[config.mk]
export PLATFORM = sky130hd
export DESIGN_NAME = cntr_mon
export DESIGN_NICKNAME = d
export VERILOG_FILES = /design/src/rtl/cntr_mon.sv
export SDC_FILE = /design/constraint.sdc
export NUM_CORES = 1
export LEC_CHECK = 0
export CAP_MARGIN = 20
export CORE_MARGIN = 5
export CORE_UTILIZATION = 29
export DETAILED_ROUTE_END_ITERATION = 10
export PLACE_DENSITY_LB_ADDON = 0.15
export SKIP_CTS_REPAIR_TIMING = 1
export SYNTH_ARGS = -nofsm -noshare
export SYNTH_HDL_FRONTEND = slang
export SYNTH_SLANG_ARGS = --single-unit
[constraint.sdc]
create_clock -name c -period 5.24 [get_ports c]
set_input_delay 0.786 -clock c [delete_from_list [all_inputs] [get_ports c]]
set_output_delay 0.786 -clock c [all_outputs]
set_load 0.1 [all_outputs]
[src/rtl/cntr_mon.sv]
`default_nettype none
// cntr_mon: watches a 4-bit bit-blasted counter bus, locks onto the +1 sequence,
// pulses err on breaks while locked, and counts wraps and saturating errors.
module cntr_mon #(
  parameter int LOCK_N = 3
) (
  input  logic c,
  input  logic rn,
  input  logic i_3_,
  input  logic i_2_,
  input  logic i_1_,
  input  logic i_0_,
  output logic lock,
  output logic err,
  output logic wrap_3_,
  output logic wrap_2_,
  output logic wrap_1_,
  output logic wrap_0_,
  output logic ecnt_3_,
  output logic ecnt_2_,
  output logic ecnt_1_,
  output logic ecnt_0_
);

  typedef enum logic [1:0] {
    UNSYNC = 2'd0,
    ACQ    = 2'd1,
    LOCKED = 2'd2
  } state_e;

  localparam logic [3:0] LOCK_V = 4'(LOCK_N);

  state_e     state_q, state_d;
  logic [3:0] prev_q;
  logic [3:0] run_q, run_d;
  logic [3:0] wrap_q, wrap_d;
  logic [3:0] ecnt_q, ecnt_d;
  logic       lock_q, lock_d;
  logic       err_q, err_d;

  logic [3:0] sample;
  logic [3:0] prev_inc;
  logic [3:0] run_inc;
  logic       good;

  assign sample   = {i_3_, i_2_, i_1_, i_0_};
  // 4-bit increment so 15 -> 0 counts as a good step
  assign prev_inc = prev_q + 4'd1;
  assign run_inc  = run_q + 4'd1;
  assign good     = (sample == prev_inc);

  always_comb begin
    state_d = state_q;
    run_d   = run_q;
    lock_d  = lock_q;
    err_d   = 1'b0;
    wrap_d  = wrap_q;
    ecnt_d  = ecnt_q;
    case (state_q)
      UNSYNC: begin
        run_d   = 4'd0;
        state_d = ACQ;
      end
      ACQ: begin
        if (good) begin
          if (run_inc == LOCK_V) begin
            state_d = LOCKED;
            lock_d  = 1'b1;
            run_d   = 4'd0;
          end else begin
            run_d = run_inc;
          end
        end else begin
          run_d = 4'd0;
        end
      end
      LOCKED: begin
        if (good) begin
          if (sample == 4'd0) wrap_d = wrap_q + 4'd1;
        end else begin
          err_d   = 1'b1;
          if (ecnt_q != 4'hF) ecnt_d = ecnt_q + 4'd1;
          lock_d  = 1'b0;
          run_d   = 4'd0;
          state_d = ACQ;
        end
      end
      default: begin
        state_d = UNSYNC;
        run_d   = 4'd0;
        lock_d  = 1'b0;
      end
    endcase
  end

  always_ff @(posedge c or negedge rn) begin
    if (!rn) begin
      state_q <= UNSYNC;
      prev_q  <= 4'd0;
      run_q   <= 4'd0;
      wrap_q  <= 4'd0;
      ecnt_q  <= 4'd0;
      lock_q  <= 1'b0;
      err_q   <= 1'b0;
    end else begin
      state_q <= state_d;
      prev_q  <= sample;
      run_q   <= run_d;
      wrap_q  <= wrap_d;
      ecnt_q  <= ecnt_d;
      lock_q  <= lock_d;
      err_q   <= err_d;
    end
  end

  assign lock = lock_q;
  assign err  = err_q;
  assign {wrap_3_, wrap_2_, wrap_1_, wrap_0_} = wrap_q;
  assign {ecnt_3_, ecnt_2_, ecnt_1_, ecnt_0_} = ecnt_q;

endmodule
`default_nettype wire

==> flow_summary_export.csv <==
group,metric,value,unit
run_status,outcome,"finished clean",
sta,tns,0,ns
sta,timing.fmax,373,MHz
global_routing,top_usage_layer,"met2",
global_routing,grt.total_usage,0.0919,
cells_and_area,drive_above_1_share,0.117,
synthesis,synth_top_area_frac,0.497,
sta,fin_skew,0.00875,ns
setup_path,cp_top_family,"buffers and inverters",
synthesis,syn_area,0.00101,mm²
synthesis,ys.flop_type,"dfrtp_1",
synthesis,synth_area_leaders,"dfrtp_1 (50%), ha_1 (6.2%), mux2_2 (4.5%)",
clock_tree,root_buffer,"clkbuf_4",
global_routing,globalRouteMet1Util,0.123,
place,gp_congestion,0.696,
synthesis,yosysSeqAreaShare,0.497,
place,hpwl,1380,µm
synthesis,synth_common_cells,"dfrtp_1 (20), nor2_1 (6), ha_1 (5), nand3_1 (5), xor2_1 (5)",
synthesis,synth_seq_cells,20,
floorplan,chipHeight,68.9,µm
power_and_ir_drop,swShare,0.254,
setup_path,worstPathArrival,1.90,ns
clock_tree,cts.clk_slew.worst_paths,0.11,ns
clock_tree,numCtsBuffers,3,
worst_hold_path,hold_path_class,"reg -> reg",
setup_path,critPathBufInv,1,
power_and_ir_drop,p_int,0.000196,W
power_and_ir_drop,seqPwrFrac,0.607,
setup_path,slowest_delay,1.16,ns
synthesis,synth_edf_count,0,
sta,relSlewSlack,0.351,
floorplan,io_pins,16,
setup_path,cp.required,4.45,ns
cells_and_area,antenna_cells,0,
global_routing,grt.met3_usage,0.0389,
job,cap_violations,0,
floorplan,core.rowCount,21,
cells_and_area,area_delta_synth_final,22.5,%
synthesis,async_flop_share,1.00,
synthesis,synth_cell_types,33,
clock_tree,clk_latency,0.30,ns
setup_path,crit_path_max_fanout,5,
sta,timing.final.crit_share,0.512,
setup_path,path_cells,"clkdlybuf4s50_1",
floorplan,die-area,0.00475,mm²
synthesis,synth_cells,86,
global_routing,antenna_found_initial,0,
synthesis,syn_nets,97,
setup_path,endpoint,"ecnt_2_",
cells_and_area,nNetsFinal,116,
setup_path,reg2reg_depth,5,
cells_and_area,fillers,328,
setup_path,start_kind,"register",
setup_path,endpoint_kind,"output pin",
clock_tree,clock_path_buffers,2,
power_and_ir_drop,p_per_area,213,mW/mm²
clock_tree,htreeDepth,1,
sta,worstMarginPinSlew,0.970,ns
setup_path,r2r-start,"prev_q[0]",
setup_path,cp.depth,1,
global_routing,overflow,0,
global_routing,grt_max_degree,21,
global_routing,grt_pass1_wl,3190,µm
sta,fin_ws,2.56,ns
power_and_ir_drop,power_leakage,0.546,nW
detailed_routing,wirelength,1810,µm
power_and_ir_drop,finalPower,0.000263,W
floorplan,die_w,68.9,µm
sta,final_max_slew_viol_count,0,
global_routing,first_global_vias,689,
detailed_routing,drtPass1Iterations,4,
clock_tree,cts_sinks,20,
synthesis,syn_area_per_cell,11.7,µm²
detailed_routing,wl_per_cell,12.2,µm
power_and_ir_drop,p_switching,0.0000666,W
setup_path,r2r-end,"wrap_q[1]",
setup_path,worstSetupPathType,"reg -> out",
sta,period_needed,2.68,ns
synthesis,ys_warn_count,0,
worst_hold_path,hold_path_startpoint,"wrap_q[3]",
power_and_ir_drop,ir_drop,0.177,mV
detailed_routing,drc_errors,0,
power_and_ir_drop,p_clk_frac,0.273,
power_and_ir_drop,combinationalPowerShare,0.120,
setup_path,crit_slowest_cell,"clkdlybuf4s50_1",
synthesis,synth_top_cell_by_area,"dfrtp_1",
synthesis,yosysMostFrequentCell,"dfrtp_1",
global_routing,met2_usage,0.133,
floorplan,coreArea,0.00334,mm²
place,port_buffers,15,
clock_tree,cts_tree,"yes",
setup_path,rrSetupSlack,3.29,ns
floorplan,start_util,0.302,
sta,setup_viol,0,
detailed_routing,vias,675,
detailed_routing,via_per_inst,4.53,
sta,rsz0062_at_grt,"no",
detailed_routing,drtAntennaViolNets,0,
place,dp_slack,2.72,ns
setup_path,worstSetupStartpoint,"ecnt_q[2]",
detailed_routing,drtIter0Drc,35,
sta,hold_viol,0,
==> cells in the final DEF, fill, tap and decap left out, types with 2 or more instances in the layout <==
| master | netlist | final |
|---|---|---|
| a21oi_1 | 2 | 2 |
| clkbuf_4 | 0 | 3 |
| clkdlybuf4s50_1 | 0 | 15 |
| dfrtp_1 | 20 | 20 |
| ha_1 | 5 | 5 |
| inv_1 | 3 | 3 |
| mux2_2 | 4 | 4 |
| nand2_1 | 3 | 3 |
| nand2b_1 | 4 | 4 |
| nand3_1 | 5 | 5 |
| nor2_1 | 6 | 6 |
| nor4_1 | 3 | 3 |
| o211ai_1 | 3 | 3 |
| xnor2_1 | 3 | 3 |
| xor2_1 | 5 | 5 |
==> routing by layer <==
metal / part of all wire / up-vias / wire [µm]
li1: - / 338 / -
met1: 0.50 / 325 / 899
met2: 0.46 / 10 / 831
met3: 0.037 / 2 / 68
met4: 0.0077 / 0 / 14
met5: 0 / - / 0
==> layout make-up <==
class | instances | area, µm² | share of cell area
clock buffer | 3 | 22.5 | 0.0183
inverter | 3 | 11.3 | 0.00913
multi-input combinational | 62 | 492 | 0.399
sequential | 20 | 500 | 0.406
tap | 46 | 57.6 | 0.0467
timing repair buffer | 15 | 150 | 0.122
==> through the flow <==
step	util	instances	instance area [µm²]	hold slack (ns)
after global placement	0.363	146	1210	0.463
after global routing	0.370	149	1230	0.506
after detailed placement	0.363	146	1210	0.463
final	0.370	149	1230	0.487
after floorplan	-	86	1010	0.490
after CTS	0.370	149	1230	0.481
==> cells by family after synthesis <==
logic type               after synthesis  synth area share
AO/OA/AOI/OAI                         13            0.0919
XOR/XNOR                              11             0.124
adder cells (fa/ha/maj)                6            0.0733
buffers and inverters                  4            0.0149
flip-flops                            20             0.497
multiplexers                           4            0.0447
AND/OR/NAND/NOR                       28             0.154
==> power by group through the flow <==
stage / combinational, W / sequential (W) / clock [W]
2_1_floorplan: 0.0000156 / 0.000166 / 0
4_1_cts: 0.0000323 / 0.000160 / 0.0000776
3_3_place_gp: 0.0000313 / 0.000162 / 0
6_report: 0.0000316 / 0.000160 / 0.0000716
3_5_place_dp: 0.0000321 / 0.000163 / 0
5_1_grt: 0.0000344 / 0.000160 / 0.0000841
==> worst min-delay path by stage <==
stage | slack, ns | endpoint | cells after the start
floorplan | 0.49 | ecnt_q[0] | 0
global placement | 0.46 | wrap_q[3] | 1
detailed placement | 0.46 | wrap_q[3] | 1
CTS | 0.48 | wrap_q[3] | 1
global route | 0.51 | wrap_q[3] | 1
finish | 0.49 | wrap_q[3] | 1
==> sequential cells by signal, indices dropped and copies added (netlist names) <==
signal / cells
lock: 1
ecnt_q: 4
err: 1
wrap_q: 4
prev_q: 4
run_q: 4
state_q: 2
Note: power is estimated with default switching activity, not from simulation.
